--- src/rtl/div_16.sv ---
// Multi-cycle unsigned restoring divider: 2N-bit dividend / N-bit divisor.
// Optional divide-by-zero bypass and dz flag enabled by defining DIV_16_DZ_EN.
module div_16 #(
   parameter int unsigned N = 8
) (
   input  logic             clk,
   input  logic             rst_n,
   input  logic             start,
   input  logic [2*N-1:0]   a,
   input  logic [N-1:0]     b,
`ifdef DIV_16_DZ_EN
   output logic             dz,
`endif
   output logic [2*N-1:0]   q,
   output logic [N-1:0]     r,
   output logic             busy,
   output logic             done
);

   localparam int unsigned QW = 2 * N;
   localparam int unsigned RW = N + 1;
   localparam int unsigned SW = N + 2;
   localparam int unsigned CW = $clog2(QW + 1);

   typedef enum logic [1:0] {S_IDLE, S_RUN, S_DONE} state_t;

   state_t          state_q, state_d;
   logic [CW-1:0]   cnt_q, cnt_d;
   logic [QW-1:0]   a_q, a_d;
   logic [N-1:0]    b_q, b_d;
   logic [RW-1:0]   rem_q, rem_d;
   logic [QW-1:0]   q_q, q_d;
   logic [N-1:0]    r_q, r_d;
   logic            busy_q, busy_d;
   logic            done_q, done_d;
`ifdef DIV_16_DZ_EN
   logic            dz_q, dz_d;
`endif

   logic [SW-1:0]   shifted;
   logic [SW-1:0]   diff;
   logic            fits;

   // One restoring step: bring in the next dividend bit, trial-subtract the divisor.
   always_comb begin
      shifted = {rem_q, a_q[QW-1]};
      diff    = shifted - SW'(b_q);
      fits    = (shifted >= SW'(b_q));
   end

   // Next-state and datapath control.
   always_comb begin
      state_d = state_q;
      cnt_d   = cnt_q;
      a_d     = a_q;
      b_d     = b_q;
      rem_d   = rem_q;
      q_d     = q_q;
      r_d     = r_q;
      busy_d  = busy_q;
      done_d  = 1'b0;
`ifdef DIV_16_DZ_EN
      dz_d    = dz_q;
`endif
      unique case (state_q)
         S_IDLE, S_DONE: begin
            if (start) begin
               a_d     = a;
               b_d     = b;
               cnt_d   = '0;
               rem_d   = '0;
               busy_d  = 1'b1;
               state_d = S_RUN;
            end else begin
               state_d = S_IDLE;
            end
         end
         S_RUN: begin
`ifdef DIV_16_DZ_EN
            if (b_q == '0) begin
               q_d     = '1;
               r_d     = a_q[N-1:0];
               dz_d    = 1'b1;
               done_d  = 1'b1;
               busy_d  = 1'b0;
               state_d = S_DONE;
            end else
`endif
            if (cnt_q == CW'(QW)) begin
               // After 2N steps the dividend register holds the quotient bits.
               q_d     = a_q;
               r_d     = rem_q[N-1:0];
               done_d  = 1'b1;
               busy_d  = 1'b0;
               state_d = S_DONE;
`ifdef DIV_16_DZ_EN
               dz_d    = 1'b0;
`endif
            end else begin
               rem_d = fits ? RW'(diff) : RW'(shifted);
               a_d   = {a_q[QW-2:0], fits};
               cnt_d = cnt_q + CW'(1);
            end
         end
         default: state_d = S_IDLE;
      endcase
   end

   // State and datapath registers.
   always_ff @(posedge clk or negedge rst_n) begin
      if (!rst_n) begin
         state_q <= S_IDLE;
         cnt_q   <= '0;
         a_q     <= '0;
         b_q     <= '0;
         rem_q   <= '0;
         q_q     <= '0;
         r_q     <= '0;
         busy_q  <= 1'b0;
         done_q  <= 1'b0;
`ifdef DIV_16_DZ_EN
         dz_q    <= 1'b0;
`endif
      end else begin
         state_q <= state_d;
         cnt_q   <= cnt_d;
         a_q     <= a_d;
         b_q     <= b_d;
         rem_q   <= rem_d;
         q_q     <= q_d;
         r_q     <= r_d;
         busy_q  <= busy_d;
         done_q  <= done_d;
`ifdef DIV_16_DZ_EN
         dz_q    <= dz_d;
`endif
      end
   end

   assign q    = q_q;
   assign r    = r_q;
   assign busy = busy_q;
   assign done = done_q;
`ifdef DIV_16_DZ_EN
   assign dz   = dz_q;
`endif

endmodule
--- config.mk ---
export PLATFORM = sky130hd
export DESIGN_NAME = div_16
export DESIGN_NICKNAME = d
export VERILOG_FILES = /design/src/rtl/div_16.sv
export SDC_FILE = /design/constraint.sdc
export NUM_CORES = 1
export LEC_CHECK = 0
export CORE_AREA = 2 2 77 152
export DETAILED_ROUTE_END_ITERATION = 7
export DIE_AREA = 0 0 79 154
export MAX_ROUTING_LAYER = met4
export PLACE_DENSITY = 0.47
export SYNTH_ARGS = -nofsm -noshare
export SYNTH_HDL_FRONTEND = slang
export SYNTH_SLANG_ARGS = --single-unit
--- constraint.sdc ---
create_clock -name clk -period 2.8 [get_ports clk]
set_clock_uncertainty 0.05 [all_clocks]
set_input_delay 0.7 -clock clk [delete_from_list [all_inputs] [get_ports clk]]
set_output_delay 0.7 -clock clk [all_outputs]
set_load 0.05 [all_outputs]
; After elaboration in Yosys (flattened, before gate mapping)
; Cells that the tools add are included.
[totals]
register_bits = 66
input_bits = 27
output_inout_bits = 26
word_cells = 43
[classes]
add_sub_neg = 2
n_lt_le_gt_ge = 1
eq_ne = 6
mux = 18
reduce_logical = 7
[op_table]
columns = operator, count
row1 = 16-bit 2-to-1 mux, 2
row2 = 16-bit one-hot mux with 2 select lines, 1
row3 = 9-bit 2-to-1 mux, 3
row4 = 9-bit one-hot mux with 2 select lines, 1
row5 = 10-bit by 8-bit greater-or-equal comparator with 1-bit output, 1
row6 = 5-bit 2-to-1 mux, 2
row7 = 5-bit one-hot mux with 2 select lines, 1
row8 = 9-bit by 8-bit subtractor with 9-bit output, 1
row9 = "2-bit inequality test, second input constant", 3
row10 = 3-bit AND reduction, 2
row11 = "5-bit by 1-bit adder with 5-bit output, second input constant", 1
row12 = "5-bit equality test, second input constant", 1
row13 = 1-bit 2-to-1 mux, 5
row14 = 2-bit one-hot mux with 2 select lines, 1
row15 = 2-bit AND reduction, 2
row16 = "2-bit by 1-bit equality test with 1-bit output, second input constant", 1
row17 = "2-bit equality test, second input constant", 1
row18 = 2-bit zero test, 1
row19 = 2-bit 2-to-1 mux, 1
row20 = 1-bit one-hot mux with 2 select lines, 1
row21 = 2-bit nonzero test, 1
row22 = 2-bit OR reduction, 1

; Depth between registers and ports, before layout
; Gate-level depths: netlist of run 1.
[depth]
word_depth = 4
depth_mapped = 9
mapped_depth_nobuf = 8

; Least setup slack after synthesis of run 1
; No wires, ideal clock.
[synth_path]
kind = register -> register
startpoint = reg a_q[15]
endpoint = reg rem_q[6]
setup_ns = 0.134
t_arrival_ns = 1.933
required_ns = 2.616
setup_slack_ns = 0.683
stages_incl_launch_ff = 10
n_path_buf = 1
synth_period_minus_slack_ns = 2.117
cell_sequence = dfrtp_1 inv_1 ha_1 fa_1 nand2b_1 a211o_1 o211a_1 buf_4 a41oi_2 o31ai_1
[synth_between]
elab_chain_len = 4
word_cells_on_any_way = 5
cone_classes = 1 x add/sub / 1 x order compare / 3 x mux
[synth_lines]
columns = element, line_no
row1 = from (decl), 29  ; logic [QW-1:0] a_q, a_d;
row2 = from (signal assigned), 114  ; a_q <= '0;
row3 = from (signal assigned), 127  ; a_q <= a_d;
row4 = 9-bit by 8-bit subtractor with 9-bit output / 10-bit by 8-bit greater-or-equal comparator with 1-bit output (equally long branches), "47, 48"
row5 = 9-bit 2-to-1 mux *, 100  ; rem_d = fits ? RW'(diff) : RW'(shifted);
row6 = 9-bit 2-to-1 mux *, 89  ; if (cnt_q == CW'(QW)) begin
row7 = 9-bit one-hot mux with 2 select lines *, 65  ; unique case (state_q)
row8 = to (signal assigned), 129  ; rem_q <= rem_d;
row9 = to (decl), 31  ; logic [RW-1:0] rem_q, rem_d;
; Mark *: on every way between the ends. The rest lies on a longest branch, timed or not. The select of a mux whose other input is x is not followed.
; A chain may end at the register's enable or synchronous reset.

; Worst setup path after layout of run 1
[layout_path]
startpoint = reg a_q[15]
endpoint = reg rem_q[7]
; The elaborated chain is that of the path after synthesis.

==> results of run 1 <==
[cells in the final DEF, fill, tap and decap left out, types with 2 or more instances in the layout]
master and count:
a211o_1 2, nand2b_1 2, and3_1 2, nor3_1 2
clkinv_2 2, a31oi_1 2, o21ai_0 15, a41oi_2 2
a21oi_1 11, xnor2_1 2, nand3_1 11, buf_4 4
clkbuf_1 2, xor2_1 5, nor2_1 13, clkbuf_8 3
mux2i_1 3, o211ai_1 3, a22oi_1 15, inv_1 16
clkbuf_16 9, dfrtp_1 66, clkdlybuf4s50_1 51, nand4_1 8
ha_1 10, nand2_1 119, o31ai_1 4
[layout make-up]
| type | count | area [sq um] |
|---|---|---|
| fillers | 1165 | 6830 |
| flip-flops and latches | 66 | 1650 |
| multi-input cells | 249 | 1380 |
| repair buffers | 57 | 566 |
| clock buffers | 14 | 274 |
| well taps | 140 | 175 |
| inverters | 17 | 63.8 |
| clock inverters | 2 | 10.0 |
[metrics by stage]
stage	total power, uW	util	hold slack [ns]	instance area (sq um)	worst slack [ns]
floorplan	4060	-	0.354	3220	0.683
global placement	4900	0.350	0.411	3840	0.535
detailed placement	4960	0.350	0.413	3840	0.480
CTS	6060	0.376	0.337	4120	0.482
global route	6460	0.376	0.364	4120	0.312
finish	5970	0.376	0.322	4120	0.476
[worst max path at each step]
stage / slack, ns / end / startpoint
after floorplan: 0.68 / rem_q[6] / a_q[15]
after global placement: 0.54 / rem_q[6] / a_q[15]
after detailed placement: 0.48 / rem_q[7] / a_q[15]
after CTS: 0.48 / rem_q[7] / a_q[15]
after global routing: 0.31 / rem_q[6] / a_q[15]
final: 0.48 / rem_q[7] / a_q[15]
[logic make-up after synthesis]
kind of cell,count (synthesis),synth area share
and+or+nand+nor,169,0.229
muxes,3,0.00934
DFF,66,0.513
buffers and inverters,37,0.0583
xor gates and xnor gates,7,0.0191
AOI/OAI and AO/OA,59,0.125
adders and majority gates,11,0.0451
[report_power, final]
| part | internal (uW) | switching (uW) | leakage (uW) | total (uW) |
|---|---|---|---|---|
| logic | 1160 | 2010 | 0.000950 | 3170 |
| registers | 1410 | 325 | 0.000825 | 1740 |
| clock network | 669 | 400 | 0.000143 | 1070 |
| total | 3240 | 2730 | 0.00192 | 5970 |
[metal layers]
layer  wire, um  up-vias  global-route usage
met3        224       22              0.0288
met4        448        0               0.109
met1       3270     1305               0.159
met5          0        -                   -
li1           -     1275                   -
met2       4540       59               0.259
[flip-flops by register name (all words and copies together) (netlist names)]
signal   cells
rem_q        9
r            8
a_q         16
cnt_q        5
b_q          8
done         1
q           16
busy         1
state_q      2
==> flow_metrics.env, run 1 <==
export IMPL_r2r_start="a_q[15]"
export IMPL_netlist_area_sq_mm=0.00322
export IMPL_cts_tree="done"
export IMPL_numClockSinks=66
export IMPL_hpwl_mm=5.98
export IMPL_fin_nets=438
export IMPL_setup_viol=0
export IMPL_die_area_sq_mm=0.0122
export IMPL_post_synth_cell_area_avg_sq_um=9.14
export IMPL_grt_pass1_vias=2814
export IMPL_core_sq_mm=0.0109
export IMPL_peakVddDrop_v=0.000488
export IMPL_die_w_um=79
export IMPL_p_leak_uw=0.00192
export IMPL_cp_max_fo=10
export IMPL_firstDrtPassIters=4
export IMPL_dieHeight_um=154
export IMPL_yosys_warnings=0
export IMPL_synthTopCellsByArea="dfrtp_1 51%, nand2_1 14%, ha_1 3.9%"
export IMPL_antenna_found_initial=0
export IMPL_h_tree_depth=3
export IMPL_cts_resized_gates=0
export IMPL_via_per_inst=4.88
export IMPL_crit_cells=8
export IMPL_path_delay_family="compound AO/OA/AOI/OAI gates"
export IMPL_crit_slowest_cell="fa_1"
export IMPL_cts_root_buf="clkbuf_16"
export IMPL_remaining_drc_errors=0
export IMPL_worst_path_buf_inv=1
export IMPL_powerDensity_mw_per_mm2=1450
export IMPL_grt_ovfl_total=0
export IMPL_synth_fp_nets=390
export IMPL_area_growth_pct=28.1
export IMPL_clk_latency_ns=0.33
export IMPL_maxCapViolCount=0
export IMPL_dr_first_iter_drc_count=145
export IMPL_clk_path_buf_depth=2
export IMPL_yosys_top_cells_count="119 x nand2_1, 66 x dfrtp_1, 16 x inv_1"
export IMPL_ios=53
export IMPL_wl_mm=8.48
export IMPL_grt_setup_unrepaired="false"
export IMPL_outcome="complete, no violations"
export IMPL_instances_no_fill=545
export IMPL_wl_per_cell_um=15.6
export IMPL_groute_usage_overall=0.155
export IMPL_start_util=0.294
export IMPL_cp_required_ns=2.94
export IMPL_grt_start_max_net_pins=67
export IMPL_synth_cells=352
export IMPL_reg2reg_depth=8
export IMPL_worst_slew_pin_slew_ns=0.524
export IMPL_cts_clk_slew_worst_paths_ns=0.05
export IMPL_port_buffers=52
export IMPL_max_slew_margin=0.650
export IMPL_drv_slew=0
export IMPL_place_gp_congestion=0.855
export IMPL_yosysSeqAreaShare=0.513
export IMPL_cts_buffers=9
export IMPL_synth_flop_cell="dfrtp_1"
export IMPL_reg2reg_to="rem_q[7]"
export IMPL_cts_hold_buf=0
export IMPL_yosysMostFrequentCell="nand2_1"
export IMPL_synth_edff_count=0
export IMPL_crit_arrival_ns=2.46
export IMPL_fp_row_count=54
export IMPL_place_inst=529
export IMPL_r2r_setup_slack_ns=0.48
export IMPL_antenna_cells=0
export IMPL_hold_viol=0
export IMPL_path_class="register to register"
export IMPL_slowest_delay_ns=0.39
export IMPL_timing_hold_worst_class="primary input to async pin"
export IMPL_worst_setup_path_start_kind="register"
export IMPL_ys_types=45
export IMPL_drive_gt1_frac=0.0716
export IMPL_final_antenna_net_count=0
export IMPL_grt_pass1_wl_mm=13.9
export IMPL_crit_chain="inv_1, ha_1, fa_1, nand2b_1, a211o_1, o211a_1, a41oi_2, o31ai_1"
export IMPL_final_period_utilization=0.830
export IMPL_synth_top_cell_area_share=0.513
export IMPL_post_cts_buffers=0
export IMPL_min_period_ns=2.32
export IMPL_end_kind="register"
export IMPL_async_flop_share=1.00
export IMPL_ys_seq_elements=66
export IMPL_synth_top_area_cell="dfrtp_1"
export IMPL_tns_ns=0
export IMPL_max_freq_ghz=0.430
export IMPL_num_vias=2661
No activity file was read; power rests on OpenSTA's default activity.
==> run 2: changes to the inputs <==
clock period = 2.4 ns   (was 2.8 ns; I/O delays follow)
==> run 2 against run 1 <==
Core utilization grew 0.75 points. Sequential power is 17% higher. Critical path depth is the same. Combinational power is 19% higher. Final area up 2.0%. Count of clock-buffer cells in the layout is 5 lower. Via count fell by 1.2%. Global-route usage grew 0.10 points. Critical path type unchanged. Critical endpoint unchanged. Largest cell class unchanged. Largest power group unchanged. Highest routed layer unchanged.
==> flow_metrics.env, run 2 (synthesized netlist as in run 1, its figures left out) <==
export IMPL_post_cts_buffers=0
export IMPL_cp_required_ns=2.55
export IMPL_ff_latch_area_sq_mm=0.00165
export IMPL_cts_clk_slew_worst_paths_ns=0.06
export IMPL_path_class="register to register"
export IMPL_h_tree_depth=3
export IMPL_worst_slew_pin_slew_ns=0.800
export IMPL_outcome="complete, no violations"
export IMPL_tns_ns=0
export IMPL_crit_slowest_cell="fa_1"
export IMPL_grt_pass1_vias=2788
export IMPL_area_growth_pct=30.6
export IMPL_fillers=1173
export IMPL_min_period_ns=2.22
export IMPL_worst_setup_path_start_kind="register"
export IMPL_dieHeight_um=154
export IMPL_fin_nets=446
export IMPL_holdWs_ns=0.301
export IMPL_clk_path_buf_depth=2
export IMPL_die_w_um=79
export IMPL_crit_arrival_ns=2.37
export IMPL_grt_pass1_wl_mm=14.1
export IMPL_reg2reg_depth=8
export IMPL_place_gp_congestion=0.838
export IMPL_dr_first_iter_drc_count=99
export IMPL_final_common_cell="nand2_1"
export IMPL_peakVddDrop_v=0.000573
export IMPL_r2r_setup_slack_ns=0.18
export IMPL_antenna_found_initial=0
export IMPL_remaining_drc_errors=0
export IMPL_reg2reg_to="rem_q[7]"
export IMPL_firstDrtPassIters=4
export IMPL_grt_start_max_net_pins=37
export IMPL_cts_root_buf="clkbuf_16"
export IMPL_hpwl_mm=6.42
export IMPL_slowest_delay_ns=0.39
export IMPL_powerDensity_mw_per_mm2=1710
export IMPL_setup_viol=0
export IMPL_cts_tree="done"
export IMPL_grt_ovfl_total=0
export IMPL_groute_usage_overall=0.156
export IMPL_mostFrequentLayoutCells="119 x nand2_1, 66 x dfrtp_1, 51 x clkdlybuf4s50_1"
export IMPL_drive_gt1_frac=0.0969
export IMPL_maxCapViolCount=0
export IMPL_wl_mm=8.51
export IMPL_cts_buffers=9
export IMPL_max_slew_margin=0.467
export IMPL_p_leak_uw=0.00196
export IMPL_port_buffers=52
export IMPL_wl_per_cell_um=15.4
export IMPL_timing_hold_worst_class="primary input to async pin"
export IMPL_numClockSinks=66
export IMPL_grt_setup_unrepaired="false"
export IMPL_multi_input_area_sq_mm=0.00138
export IMPL_fp_row_count=54
export IMPL_core_sq_mm=0.0109
export IMPL_cp_max_fo=10
export IMPL_r2r_start="a_q[15]"
export IMPL_hold_viol=0
export IMPL_clk_latency_ns=0.33
export IMPL_die_area_sq_mm=0.0122
export IMPL_final_antenna_net_count=0
export IMPL_start_util=0.294
export IMPL_crit_chain="inv_1, ha_1, fa_1, nand2b_1, a211o_1, o211a_2, a41oi_2, o31ai_1"
export IMPL_via_per_inst=4.76
export IMPL_ios=53
export IMPL_num_vias=2630
export IMPL_max_freq_ghz=0.450
export IMPL_end_kind="register"
export IMPL_drv_slew=0
export IMPL_antenna_cells=0
export IMPL_final_period_utilization=0.926
-- run 2: cell types whose count changed in the layout (fill, tap and decap cells not counted) --
cell and delta:
clkbuf_1 -2, buf_12 -1, o211a_1 -1, clkinv_4 +1, clkinvlp_4 +2, bufinv_16 +2, buf_4 +9, clkbuf_8 -3
o211a_2 +1
-- run 2: critical path: cells and delay by family (launching register included) --
| kind | cells | cell delay [ns] |
|---|---|---|
| AND/OR/NAND/NOR | 1 | 0.20 |
| adder cells (fa/ha/maj) | 2 | 0.61 |
| flip-flops | 1 | 0.37 |
| buffers and inverters | 1 | 0.06 |
| AO/OA/AOI/OAI | 4 | 0.79 |
-- run 2: worst max path at each step --
stage / startpoint / endpoint / slack [ns] / depth (start not counted)
3_5_place_dp: a_q[15] / rem_q[7] / 0.11 / 8
3_3_place_gp: a_q[15] / rem_q[7] / 0.15 / 8
4_1_cts: a_q[15] / rem_q[7] / 0.08 / 8
5_1_grt: rem_q[1] / rem_q[7] / 0.009 / 6
2_1_floorplan: a_q[15] / rem_q[6] / 0.28 / 9
6_report: a_q[15] / rem_q[7] / 0.18 / 8
-- run 2: timing repair --
| action | in CTS | in global routing |
|---|---|---|
| hold buffers | 0 | 0 |
| gates resized for setup | 0 | 1 |
| endpoints found under the setup margin | 0 | 4 |
-- run 2: metal layers --
layer,track usage,vias to the layer above,wire [um]
met4,0.0788,0,293
met5,-,-,0
met1,0.150,1278,3160
met2,0.283,45,4810
li1,-,1291,-
met3,0.0335,16,248
-- run 2: through the flow --
| stage | std cells | util | total power, uW | setup slack, ns | cell area (sq um) |
|---|---|---|---|---|---|
| 6_report | 553 | 0.384 | 7180 | 0.179 | 4200 |
| 5_1_grt | 553 | 0.384 | 7740 | 0.00907 | 4200 |
| 4_1_cts | 553 | 0.384 | 7270 | 0.0837 | 4200 |
| 3_5_place_dp | 537 | 0.355 | 5830 | 0.105 | 3880 |
| 3_3_place_gp | 537 | 0.355 | 5790 | 0.148 | 3880 |
| 2_1_floorplan | 352 | - | 4730 | 0.283 | 3220 |
-- run 2: power by group --
group,total [uW],internal [uW],leakage [uW],switching [uW]
Clock,1400,906,0.000151,491
Combinational,3760,1410,0.000981,2350
Sequential,2030,1650,0.000825,380
Total,7180,3960,0.00196,3220
-- run 2: final cells by class --
cell class,instances,area share
repair buffers,65,0.146
clock inverters,7,0.0223
flip-flops and latches,66,0.393
multi-input cells,249,0.328
well taps,140,0.0417
inverters,17,0.0152
clock buffers,9,0.0536
